## config.mk

```make
export PLATFORM = sky130hd
export DESIGN_NAME = mercury_seg_scan
export DESIGN_NICKNAME = d
export VERILOG_FILES = /design/src/rtl/mercury_pkg.sv /design/src/rtl/mercury_hex7.sv /design/src/rtl/mercury_seg_scan.sv
export SDC_FILE = /design/constraint.sdc
export NUM_CORES = 1
export LEC_CHECK = 0
export CAP_MARGIN = 20
export CORE_MARGIN = 4
export CORE_UTILIZATION = 57
export CTS_BUF_LIST = sky130_fd_sc_hd__clkbuf_4 sky130_fd_sc_hd__clkbuf_8
export DETAILED_ROUTE_END_ITERATION = 12
export GPL_ROUTABILITY_DRIVEN = 0
export PLACE_DENSITY = 0.85
export SLEW_MARGIN = 20
export SYNTH_ARGS = -nofsm -noshare
export SYNTH_HDL_FRONTEND = slang
export SYNTH_SLANG_ARGS = --single-unit
export TNS_END_PERCENT = 20
```

## constraint.sdc

```tcl
create_clock -name app_clk -period 2.6 [get_ports app_clk]
set_clock_uncertainty 0.1 [all_clocks]
set_input_delay 0.52 -clock app_clk [delete_from_list [all_inputs] [get_ports app_clk]]
set_output_delay 0.52 -clock app_clk [all_outputs]
set_load 0.01 [all_outputs]
```

## src/rtl/mercury_pkg.sv

```systemverilog
`default_nettype none
// ============================================================================
//  Module      : mercury_pkg
//  Description : Shared constants and types for the Mercury seven-segment
//                scanner: blank pattern, hex glyph table, digit image type.
//  Revision    : 1.0 - initial release
// ============================================================================
package mercury_pkg;

    // All segments dark (active-low A..G, A in bit 6)
    localparam logic [6:0] SEG_OFF = 7'h7F;

    // Hex glyphs, active-low, bit order A B C D E F G (A = MSB); index = nibble
    localparam logic [15:0][6:0] C_HEX_GLYPHS = {
        7'b0111000,   // F
        7'b0110000,   // E
        7'b1000010,   // d
        7'b0110001,   // C
        7'b1100000,   // b
        7'b0001000,   // A
        7'b0000100,   // 9
        7'b0000000,   // 8
        7'b0001111,   // 7
        7'b0100000,   // 6
        7'b0100100,   // 5
        7'b1001100,   // 4
        7'b0000110,   // 3
        7'b0010010,   // 2
        7'b1001111,   // 1
        7'b0000001    // 0
    };

    // One digit of a display image: segments (or hex nibble in [3:0]) plus dot
    typedef struct packed {
        logic [6:0] seg;
        logic       dot;
    } digit_img_t;

    localparam digit_img_t C_DIGIT_BLANK = '{seg: SEG_OFF, dot: 1'b1};

endpackage
`default_nettype wire

```

## src/rtl/mercury_hex7.sv

```systemverilog
`default_nettype none
// ============================================================================
//  Module      : mercury_hex7
//  Description : Combinational 4-bit to 7-segment (active-low) hex decoder.
//  Revision    : 1.0 - initial release
// ============================================================================
module mercury_hex7
    import mercury_pkg::*;
(
    input  logic [3:0] i_nibble,
    output logic [6:0] o_seg
);

    // Table lookup of the glyph for the nibble
    always_comb begin
        o_seg = C_HEX_GLYPHS[i_nibble];
    end

endmodule
`default_nettype wire

```

## src/rtl/mercury_seg_scan.sv

```systemverilog
`default_nettype none
// ============================================================================
//  Module      : mercury_seg_scan
//  Description : Multiplexed common-anode seven-segment scanner with a
//                double-buffered display image loaded by valid/ready.
//                Per-image raw or hex-decoded digits. Optional PWM
//                brightness when SEG_SCAN_PWM_EN is defined.
//  Revision    : 1.0 - initial release
// ============================================================================
module mercury_seg_scan
    import mercury_pkg::*;
#(
    parameter int NUM_DIGITS  = 4,
    parameter int REFRESH_DIV = 50000
) (
    input  logic                    app_clk,
    input  logic                    app_rst,
    input  logic                    enable,
    input  logic                    upd_valid,
    output logic                    upd_ready,
    input  logic                    upd_hex_mode,
    input  logic [7*NUM_DIGITS-1:0] upd_data,
    input  logic [NUM_DIGITS-1:0]   upd_dots,
    input  logic [3:0]              brightness,
    output logic [NUM_DIGITS-1:0]   an_out,
    output logic [6:0]              a_to_g_out,
    output logic                    dot_out,
    output logic                    frame_done
);

    localparam int IDX_W = (NUM_DIGITS > 1) ? $clog2(NUM_DIGITS) : 1;
    localparam int PRE_W = $clog2(REFRESH_DIV);
    localparam logic [PRE_W-1:0] C_PRE_LAST = PRE_W'(REFRESH_DIV - 1);
    localparam logic [IDX_W-1:0] C_IDX_LAST = IDX_W'(NUM_DIGITS - 1);

    // Scan state
    logic [PRE_W-1:0] r_presc_q, w_presc_d;
    logic [IDX_W-1:0] r_idx_q,   w_idx_d;

    // Active and pending display images
    digit_img_t [NUM_DIGITS-1:0] r_act_q,  w_act_d;
    digit_img_t [NUM_DIGITS-1:0] r_pend_q, w_pend_d;
    logic                        r_act_hex_q,  w_act_hex_d;
    logic                        r_pend_hex_q, w_pend_hex_d;
    // High while the pending buffer is empty
    logic                        r_upd_ready_q, w_upd_ready_d;

    // Registered outputs
    logic [NUM_DIGITS-1:0] r_an_q,    w_an_d;
    logic [6:0]            r_seg_q,   w_seg_d;
    logic                  r_dot_q,   w_dot_d;
    logic                  r_frame_q, w_frame_d;

    logic       w_presc_wrap;
    logic       w_idx_last;
    logic       w_frame;
    logic       w_accept;
    logic       w_pwm_on;
    digit_img_t w_cur;
    logic [6:0] w_hex_seg;
    logic [6:0] w_seg_sel;
    logic [NUM_DIGITS-1:0] w_an_sel;

`ifdef SEG_SCAN_PWM_EN
    logic [3:0] r_pwm_cnt_q, w_pwm_cnt_d;

    // Free-running duty counter; anode enabled while count <= brightness
    always_comb begin
        w_pwm_cnt_d = r_pwm_cnt_q + 4'd1;
        w_pwm_on    = (r_pwm_cnt_q <= brightness);
    end

    // Duty counter register
    always_ff @(posedge app_clk) begin
        if (app_rst) begin
            r_pwm_cnt_q <= 4'd0;
        end else begin
            r_pwm_cnt_q <= w_pwm_cnt_d;
        end
    end
`else
    // Brightness has no effect without PWM; anode is on the full slot
    logic w_unused_brightness;
    assign w_unused_brightness = ^brightness;
    assign w_pwm_on            = 1'b1;
`endif

    // Prescaler and digit index advance; index wrap marks the frame boundary
    always_comb begin
        w_presc_wrap = (r_presc_q == C_PRE_LAST);
        w_idx_last   = (r_idx_q == C_IDX_LAST);
        w_frame      = w_presc_wrap && w_idx_last;
        w_presc_d    = w_presc_wrap ? '0 : r_presc_q + 1'b1;
        w_idx_d      = r_idx_q;
        if (w_presc_wrap) begin
            w_idx_d = w_idx_last ? '0 : r_idx_q + 1'b1;
        end
        w_frame_d    = w_frame;
    end

    // Double buffer: accept into pending, promote to active at frame boundary.
    // An accept coinciding with a boundary lands in pending and waits a frame.
    always_comb begin
        w_act_d       = r_act_q;
        w_act_hex_d   = r_act_hex_q;
        w_pend_d      = r_pend_q;
        w_pend_hex_d  = r_pend_hex_q;
        w_upd_ready_d = r_upd_ready_q;
        w_accept      = upd_valid && r_upd_ready_q;

        if (w_frame && !r_upd_ready_q) begin
            w_act_d       = r_pend_q;
            w_act_hex_d   = r_pend_hex_q;
            w_upd_ready_d = 1'b1;
        end

        if (w_accept) begin
            for (int d = 0; d < NUM_DIGITS; d++) begin
                w_pend_d[d].seg = upd_data[7*d +: 7];
                w_pend_d[d].dot = upd_dots[d];
            end
            w_pend_hex_d  = upd_hex_mode;
            w_upd_ready_d = 1'b0;
        end
    end

    assign w_cur = r_act_q[r_idx_q];

    mercury_hex7 u_hex7 (
        .i_nibble (w_cur.seg[3:0]),
        .o_seg    (w_hex_seg)
    );

    // Output pattern for the selected digit, blanked when disabled
    always_comb begin
        w_seg_sel = r_act_hex_q ? w_hex_seg : w_cur.seg;
        w_an_sel  = ~(NUM_DIGITS'(1) << r_idx_q);
        w_an_d    = '1;
        w_seg_d   = SEG_OFF;
        w_dot_d   = 1'b1;
        if (enable) begin
            w_an_d  = w_pwm_on ? w_an_sel : '1;
            w_seg_d = w_seg_sel;
            w_dot_d = w_cur.dot;
        end
    end

    // State and output registers
    always_ff @(posedge app_clk) begin
        if (app_rst) begin
            r_presc_q     <= '0;
            r_idx_q       <= '0;
            r_act_q       <= {NUM_DIGITS{C_DIGIT_BLANK}};
            r_pend_q      <= {NUM_DIGITS{C_DIGIT_BLANK}};
            r_act_hex_q   <= 1'b0;
            r_pend_hex_q  <= 1'b0;
            r_upd_ready_q <= 1'b1;
            r_an_q        <= '1;
            r_seg_q       <= SEG_OFF;
            r_dot_q       <= 1'b1;
            r_frame_q     <= 1'b0;
        end else begin
            r_presc_q     <= w_presc_d;
            r_idx_q       <= w_idx_d;
            r_act_q       <= w_act_d;
            r_pend_q      <= w_pend_d;
            r_act_hex_q   <= w_act_hex_d;
            r_pend_hex_q  <= w_pend_hex_d;
            r_upd_ready_q <= w_upd_ready_d;
            r_an_q        <= w_an_d;
            r_seg_q       <= w_seg_d;
            r_dot_q       <= w_dot_d;
            r_frame_q     <= w_frame_d;
        end
    end

    assign upd_ready  = r_upd_ready_q;
    assign an_out     = r_an_q;
    assign a_to_g_out = r_seg_q;
    assign dot_out    = r_dot_q;
    assign frame_done = r_frame_q;

endmodule
`default_nettype wire

```

==> flow_metrics.env, run 1 <==
export IMPL_chipWidth_um=94.67
export IMPL_hold_viol_final=0
export IMPL_dp_hpwl_um=6152
export IMPL_grt_pass1_vias=3468
export IMPL_synth_compound_area_share_pct=12.97
export IMPL_synth_flop_cell="dfxtp_1"
export IMPL_synth_seq_cells=98
export IMPL_portBuffers=50
export IMPL_cts_htree_levels=3
export IMPL_setup_violations=0
export IMPL_synth_edf_count=0
export IMPL_antenna_found_initial=0
export IMPL_finalSetupTns_ps=0
export IMPL_vias=3776
export IMPL_rsz0062_at_grt="no"
export IMPL_cpMostUsedCell="or4_4"
export IMPL_postCtsHoldBufs=0
export IMPL_wirelength_um=9417
export IMPL_hp_class="flip-flop to flip-flop"
export IMPL_wire_per_inst_um=15.12
export IMPL_syn_nets=545
export IMPL_diodes=0
export IMPL_clk_pin_slew_worst_paths_ps=90
export IMPL_synth_area_sq_um=4282
export IMPL_cp_arrival_ps=2700
export IMPL_power_density_nw_per_um2=547.4
export IMPL_pin_count=55
export IMPL_worst_setup_path_start_kind="flip-flop"
export IMPL_clock_sinks=98
export IMPL_cts_made_buffers=9
export IMPL_dr_pass1_iters=6
export IMPL_yosys_area_top_type="dfxtp_1"
export IMPL_preCtsSetupSlack_ps=128.8
export IMPL_criticalPathCategory="flip-flop to flip-flop"
export IMPL_ir_worst_vdd_mv=0.3205
export IMPL_cts_tree="built"
export IMPL_postCtsResizedCells=0
export IMPL_root_buffer="clkbuf_8"
export IMPL_clk_latency_ps=360
export IMPL_finalCriticalPeriod_ps=2509
export IMPL_cap_violations=0
export IMPL_cpPeakStageDelay_ps=730
export IMPL_drive_above_1_share_pct=8.588
export IMPL_fill_cells=585
export IMPL_drc=0
export IMPL_finalWorstSetupSlack_ps=91.01
export IMPL_ant_nets=0
export IMPL_top_usage_layer="met2"
export IMPL_area_growth_syn_to_layout_pct=18.00
export IMPL_power_leakage_nw=1.878
export IMPL_end_kind="flip-flop"
export IMPL_outcome="completed"
export IMPL_synth_mux_area_share_pct=5.202
export IMPL_yosys_area_share_simple_pct=24.43
export IMPL_grt_overflow_total=0
export IMPL_start_util_pct=58.72
export IMPL_core_area_sq_um=7292
export IMPL_grt_pass1_wl_um=15900
export IMPL_crit_required_ps=2800
export IMPL_synth_top_area_share_pct=45.82
export IMPL_synth_xor_area_share_pct=2.864
export IMPL_syn_avg_cell_area_sq_um=8.685
export IMPL_slew_headroom_pct=74.32
export IMPL_die_area_sq_um=8962
export IMPL_clockBufferDepth=2
export IMPL_synthCells=493
export IMPL_synthAdderAreaFrac_pct=3.214
export IMPL_synthTopCellsByArea="dfxtp_1 (46%), nand3_1 (8.5%), o21ai_0 (5.1%)"
export IMPL_ys_types=37
export IMPL_path_max_fanout=34
export IMPL_synth_top_family_by_area="simple AND/OR/NAND/NOR gates"
export IMPL_finalMaxSlewViolations=0
export IMPL_viasPerCell=6.061
export IMPL_num_rows=31
export IMPL_use_met1_pct=29.33
export IMPL_tightest_slew_ps=385.2
export IMPL_yosys_warnings=0
export IMPL_post_route_period_util_pct=96.50
export IMPL_ys_seq_area_share_pct=45.82
export IMPL_die_h_um=94.67
export IMPL_synthArstFlopShare_pct=0
export IMPL_cp_slowest_cell="or4_4"
export IMPL_grt_max_degree=67
export IMPL_grt_use_total_pct=22.21
export IMPL_max_freq_mhz=398.6
export IMPL_nets=571
export IMPL_cts_setup_buffers=0
export IMPL_path_cells="or4_4 > or4_4 > or4_1 > a21oi_1"
export IMPL_met2_usage_pct=34.29
export IMPL_gr_usage_met3_pct=5.339
export IMPL_drtIter0Drc=360
[cells by family after synthesis]
kind of cell | count (synthesis)
XOR/XNOR | 14
AO/OA/AOI/OAI | 96
adder cells (fa/ha/maj) | 11
buffers and inverters | 60
multiplexers | 11
flip-flops | 98
AND/OR/NAND/NOR | 203
[per-stage QoR]
stage	power, W	hold slack, ps	util [%]	cells	instance area [sq um]
after floorplan	0.001702	313.2	-	493	4282
after global placement	0.001789	321.4	66.44	607	4845
after detailed placement	0.001794	334.9	66.44	607	4845
after CTS	0.002781	352.1	69.29	623	5052
after global routing	0.002880	368.7	69.29	623	5052
final	0.002766	347.4	69.29	623	5052
[metal layers]
| metal | part of all wire (%) | routed length, um | vias to the layer above |
|---|---|---|---|
| li1 | - | - | 1857 |
| met1 | 45 | 4193 | 1749 |
| met2 | 46 | 4355 | 145 |
| met3 | 6.6 | 623 | 25 |
| met4 | 2.6 | 244 | 0 |
| met5 | 0 | 0 | - |
[flip-flops by register name, summed over array words and instances (netlist names)]
name and count:
r_presc_q 16, dot_out 1, a_to_g_out 7, frame_done 1, r_act_q 32, r_idx_q 2, an_out 4, upd_ready 1
r_pend_q 32, r_act_hex_q 1, r_pend_hex_q 1
[Yosys cell counts (4+ instances only)]
| cell type | number |
|---|---|
| ha_1 | 11 |
| nand3_1 | 73 |
| clkbuf_1 | 46 |
| nand2_1 | 46 |
| nand4_1 | 11 |
| a21oi_1 | 10 |
| inv_1 | 10 |
| dfxtp_1 | 98 |
| and2_1 | 4 |
| nor4_1 | 32 |
| xor2_1 | 11 |
| nor2_1 | 16 |
| a31oi_1 | 33 |
| nand2b_1 | 4 |
| or3_1 | 4 |
| o21ai_0 | 44 |
| mux4_2 | 9 |
[worst max-delay path, delay by kind of cell (launching register included)]
family / cells / cell delay (ps)
and+or+nand+nor: 3 / 1820
AOI/OAI and AO/OA: 1 / 170
DFF: 1 / 340
[area by class of cell]
cell class / instances / area, sq um / share of cell area, %
multi-input cells: 335 / 2096 / 41.48
repair buffers: 65 / 625.6 / 12.38
inverters: 10 / 37.54 / 0.7429
clock inverters: 4 / 48.80 / 0.9658
flip-flops and latches: 98 / 1962 / 38.83
clock buffers: 12 / 158.9 / 3.145
well taps: 99 / 123.9 / 2.452
[report_power, final]
group	internal, W	switching (W)	leakage [nW]
Combinational	0.0000957	0.0000903	0.967
Clock	0.000508	0.000498	0.110
Sequential	0.00155	0.0000276	0.801
Total	0.00215	0.000616	1.88
[layout by cell type (no fill, tap or decap), types with 14 or more instances in the layout]
cell type        count
dfxtp_1             98
nand3_1             73
clkdlybuf4s50_1     50
nand2_1             46
o21ai_0             44
a31oi_1             33
nor4_1              32
nor2_1              16
buf_4               14
[final timing paths]
check	endpoint	cells after the start	startpoint	slack [ps]
hold reg to reg	r_presc_q[0]	1	r_presc_q[0]	350
setup / recovery	r_idx_q[0]	4	r_presc_q[5]	90
setup reg to reg	r_idx_q[0]	4	r_presc_q[5]	90
hold / removal	r_presc_q[0]	1	r_presc_q[0]	350
Note: power is estimated with default switching activity, not from simulation.
==> inputs of run 2 (changes only) <==
- CAP_MARGIN: 20 -> not set
- RECOVER_POWER: not set -> 100
==> flow_metrics.env, run 2 (synthesized netlist as in run 1, its figures left out) <==
export IMPL_outcome="completed"
export IMPL_p_total_w=0.002770
export IMPL_design_area_sq_um=5022
export IMPL_crit_required_ps=2750
export IMPL_setup_violations=0
export IMPL_dp_hpwl_um=6152
export IMPL_path_max_fanout=34
export IMPL_switchingPower_w=0.0006231
export IMPL_clk_pin_slew_worst_paths_ps=90
export IMPL_drive_above_1_share_pct=8.015
export IMPL_finalMaxSlewViolations=0
export IMPL_cts_made_buffers=9
export IMPL_tightest_slew_ps=690.5
export IMPL_chipWidth_um=94.67
export IMPL_clockBufferDepth=2
export IMPL_cp_arrival_ps=2670
export IMPL_max_freq_mhz=397.8
export IMPL_rsz0062_at_grt="no"
export IMPL_end_kind="flip-flop"
export IMPL_worst_path_buf_inv=2
export IMPL_postCtsHoldBufs=0
export IMPL_dpl_cell_area_sq_um=4845
export IMPL_drc=0
export IMPL_area_growth_syn_to_layout_pct=17.30
export IMPL_core_area_sq_um=7292
export IMPL_grt_max_degree=67
export IMPL_cpMostUsedCell="or4_4"
export IMPL_path_cells="or4_4 > or4_4 > clkbuf_1 > o21ai_2 > clkbuf_4 > nor2_1"
export IMPL_fill_cells=592
export IMPL_ir_worst_vdd_mv=0.3209
export IMPL_wire_per_inst_um=15.15
export IMPL_rr_startpoint="r_presc_q[5]"
export IMPL_pin_count=55
export IMPL_power_frac_clock_pct=36.6
export IMPL_hp_class="flip-flop to flip-flop"
export IMPL_cts_tree="built"
export IMPL_place_inst=607
export IMPL_seqPwrFrac_pct=56.8
export IMPL_grt_overflow_total=0
export IMPL_cp_top_family="simple AND/OR/NAND/NOR gates"
export IMPL_grt_pass1_wl_um=15900
export IMPL_finalSetupTns_ps=0
export IMPL_dr_pass1_iters=5
export IMPL_cpPeakStageDelay_ps=720
export IMPL_grt_use_total_pct=22.21
export IMPL_clock_sinks=98
export IMPL_hp_start="r_presc_q[0]"
export IMPL_root_buffer="clkbuf_8"
export IMPL_criticalPathCategory="flip-flop to flip-flop"
export IMPL_cp_slowest_cell="or4_4"
export IMPL_cts_htree_levels=3
export IMPL_num_rows=31
export IMPL_cap_violations=0
export IMPL_die_area_sq_um=8962
export IMPL_worst_setup_path_start_kind="flip-flop"
export IMPL_die_h_um=94.67
export IMPL_power_density_nw_per_um2=551.6
export IMPL_vias=3790
export IMPL_grt_pass1_vias=3468
export IMPL_diodes=0
export IMPL_hold_viol_final=0
export IMPL_nets=571
export IMPL_reg_top3="r_act_q: 32 flops, r_pend_q: 32 flops, r_presc_q: 16 flops"
export IMPL_cts_setup_buffers=0
export IMPL_crit_path_start="r_presc_q[5]"
export IMPL_antenna_found_initial=0
export IMPL_viasPerCell=6.083
export IMPL_clk_latency_ps=370
export IMPL_power_frac_comb_pct=6.6
export IMPL_post_route_period_util_pct=96.68
export IMPL_final_common_cell="dfxtp_1"
export IMPL_ant_nets=0
export IMPL_portBuffers=50
export IMPL_slew_headroom_pct=53.97
export IMPL_p_int_w=0.002147
export IMPL_power_leakage_nw=1.837
export IMPL_switching_share_pct=22.49
export IMPL_wirelength_um=9436
export IMPL_hold_worst_slack_ps=349.4
export IMPL_start_util_pct=58.72
export IMPL_final_cells=623
export IMPL_postCtsResizedCells=0
export IMPL_finalCriticalPeriod_ps=2514
export IMPL_layout_common_cells="dfxtp_1 (98), nand3_1 (73), nand2_1 (46)"
export IMPL_drtIter0Drc=352
[run 2: final timing paths]
kind,to,slack [ps],depth (start not counted)
setup / recovery,r_presc_q[5],90,6
hold / removal,r_presc_q[0],350,1
setup reg to reg,r_presc_q[5],90,6
hold reg to reg,r_presc_q[0],350,1
[run 2: power groups by stage]
| stage | registers, W | logic, W | clock network, W |
|---|---|---|---|
| after detailed placement | 0.00161 | 0.000186 | 0 |
| after global placement | 0.00161 | 0.000182 | 0 |
| after global routing | 0.00158 | 0.000206 | 0.00109 |
| after CTS | 0.00157 | 0.000187 | 0.00102 |
| final | 0.00157 | 0.000183 | 0.00101 |
| after floorplan | 0.00160 | 0.000103 | 0 |
[run 2: area by class of cell]
class / instances / area (sq um) / share of cell area, %
Inverter: 10 / 37.54 / 0.7474
Tap cell: 99 / 123.9 / 2.466
Sequential cell: 98 / 1962 / 39.06
Clock inverter: 4 / 48.80 / 0.9716
Timing Repair Buffer: 65 / 610.6 / 12.16
Multi-Input combinational cell: 335 / 2081 / 41.43
Clock buffer: 12 / 158.9 / 3.164
[run 2: metrics by stage]
| step | utilization (%) | setup slack [ps] |
|---|---|---|
| floorplan | - | 351.4 |
| global placement | 66.44 | 171.0 |
| detailed placement | 66.44 | 128.8 |
| CTS | 69.29 | 98.16 |
| global route | 68.87 | 18.58 |
| finish | 68.87 | 86.29 |
[run 2: layer usage]
| metal | GRT usage (%) | share of wire, % |
|---|---|---|
| met4 | 10.46 | 2.4 |
| met1 | 29.33 | 45 |
| met2 | 34.29 | 46 |
| met5 | 0 | 0 |
| met3 | 5.339 | 6.5 |
[run 2: worst reg2reg max path: cells and delay by family (launching register included)]
kind	cells	cell delay, ps
simple gates	3	1340
buf+inv	2	480
compound gates	1	140
flops	1	350
==> inputs of run 3 (changes only) <==
- GPL_TIMING_DRIVEN: not set -> 0
==> flow_metrics.env, run 3 (synthesized netlist as in run 1, its figures left out) <==
export IMPL_hp_class="flip-flop to flip-flop"
export IMPL_hold_viol_final=0
export IMPL_outcome="completed"
export IMPL_grt_overflow_total=0
export IMPL_end_kind="flip-flop"
export IMPL_clockBufferDepth=2
export IMPL_cpMostUsedCell="or4_4"
export IMPL_grt_pass1_vias=3796
export IMPL_worst_setup_path_start_kind="flip-flop"
export IMPL_grt_use_total_pct=25.05
export IMPL_hold_path_end="r_presc_q[0]"
export IMPL_wire_per_inst_um=16.45
export IMPL_vias=4017
export IMPL_reg2reg_depth=6
export IMPL_area_growth_syn_to_layout_pct=20.22
export IMPL_cts_made_buffers=9
export IMPL_cts_htree_levels=3
export IMPL_crit_required_ps=2730
export IMPL_cp_slowest_cell="or4_4"
export IMPL_cp_arrival_ps=2640
export IMPL_r2r_end="r_act_q[16]"
export IMPL_rsz0062_at_grt="yes"
export IMPL_portBuffers=49
export IMPL_p_total_w=0.002802
export IMPL_path_max_fanout=10
export IMPL_post_route_period_util_pct=96.55
export IMPL_power_leakage_nw=1.850
export IMPL_core_area_sq_um=7292
export IMPL_drc=0
export IMPL_met2_usage_pct=40.75
export IMPL_finalMaxSlewViolations=0
export IMPL_layout_common_cells="dfxtp_1 (98), nand3_1 (73), nand2_1 (46)"
export IMPL_power_density_nw_per_um2=544.4
export IMPL_drtIter0Drc=343
export IMPL_gr_usage_met3_pct=4.701
export IMPL_cap_violations=0
export IMPL_reg_top3="r_act_q: 32 flops, r_pend_q: 32 flops, r_presc_q: 16 flops"
export IMPL_cpPeakStageDelay_ps=550
export IMPL_design_area_sq_um=5147
export IMPL_clk_pin_slew_worst_paths_ps=90
export IMPL_antenna_found_initial=0
export IMPL_dp_hpwl_um=7598
export IMPL_dpl_cell_area_sq_um=4896
export IMPL_place_inst=641
export IMPL_fill_cells=585
export IMPL_tightest_slew_ps=572.7
export IMPL_path_cells="or4_4 > or4_4 > buf_6 > clkbuf_2 > nor4_1 > o21ai_0"
export IMPL_top_usage_layer="met2"
export IMPL_clk_latency_ps=380
export IMPL_pin_count=55
export IMPL_slew_headroom_pct=61.82
export IMPL_cp_top_family="simple AND/OR/NAND/NOR gates"
export IMPL_regToRegSetupSlack_ps=90
export IMPL_nets=605
export IMPL_min_path_cells=1
export IMPL_cts_setup_buffers=0
export IMPL_use_met1_pct=32.16
export IMPL_max_freq_mhz=398.4
export IMPL_finalSetupTns_ps=0
export IMPL_drive_above_1_share_pct=6.810
export IMPL_die_area_sq_um=8962
export IMPL_wirelength_um=10810
export IMPL_num_rows=31
export IMPL_viasPerCell=6.114
export IMPL_rr_startpoint="r_presc_q[4]"
export IMPL_root_buffer="clkbuf_8"
export IMPL_worst_path_buf_inv=2
export IMPL_hp_start="r_presc_q[0]"
export IMPL_final_cells=657
export IMPL_die_h_um=94.67
export IMPL_final_common_cell="dfxtp_1"
export IMPL_finalCriticalPeriod_ps=2510
export IMPL_clock_sinks=98
export IMPL_ir_worst_vdd_mv=0.2804
export IMPL_start_util_pct=58.72
export IMPL_grt_pass1_wl_um=17680
export IMPL_criticalPathCategory="flip-flop to flip-flop"
export IMPL_ant_nets=0
export IMPL_setup_violations=0
export IMPL_diodes=0
export IMPL_chipWidth_um=94.67
export IMPL_dr_pass1_iters=6
export IMPL_grt_max_degree=19
export IMPL_cts_tree="built"
## run 3: repair_timing
| item | in CTS | in global routing |
|---|---|---|
| gates resized for setup | 0 | 10 |
| setup endpoints to repair | 0 | 30 |
| hold buffers | 0 | 0 |
## run 3: where the power goes
part	switching, W	total, W	internal (W)
clock network	0.000573	0.00103	0.000462
registers	0.0000295	0.00158	0.00155
logic	0.0000999	0.000192	0.0000923
total	0.000702	0.00280	0.00210
## run 3: routing by layer
metal	part of all wire [%]	wire, um
met3	8.4	911
met2	48	5215
met5	0	0
met1	41	4417
met4	2.4	263
## run 3: per-stage QoR
step | setup slack, ps | hold WS, ps | util (%)
finish | 89.67 | 348.6 | 70.59
global route | -23.46 | 373.2 | 70.59
CTS | 44.92 | 351.3 | 69.97
detailed placement | 82.80 | 333.7 | 67.14
global placement | 88.04 | 322.4 | 67.14
floorplan | 351.4 | 313.2 | -
## run 3: final cells by class
type	instances	area, sq um	share of cell area (%)
sequential	98	1962	38.11
clock buffer	9	123.9	2.406
timing repair buffer	49	490.5	9.528
clock inverter	7	82.58	1.604
inverter	10	37.54	0.7292
multi-input combinational	335	2127	41.32
buffer	50	200.2	3.889
tap	99	123.9	2.406
## run 3: worst max-delay path by stage
stage                      start  depth (start not counted)          end  slack [ps]
global route        r_presc_q[4]                          6   r_act_q[7]         -20
finish              r_presc_q[4]                          6  r_act_q[16]          90
global placement    r_presc_q[4]                          6  r_act_q[19]          90
floorplan           r_presc_q[5]                          5   r_idx_q[0]         350
detailed placement  r_presc_q[4]                          6  r_act_q[19]          80
CTS                 r_presc_q[4]                          5   r_act_q[8]          40
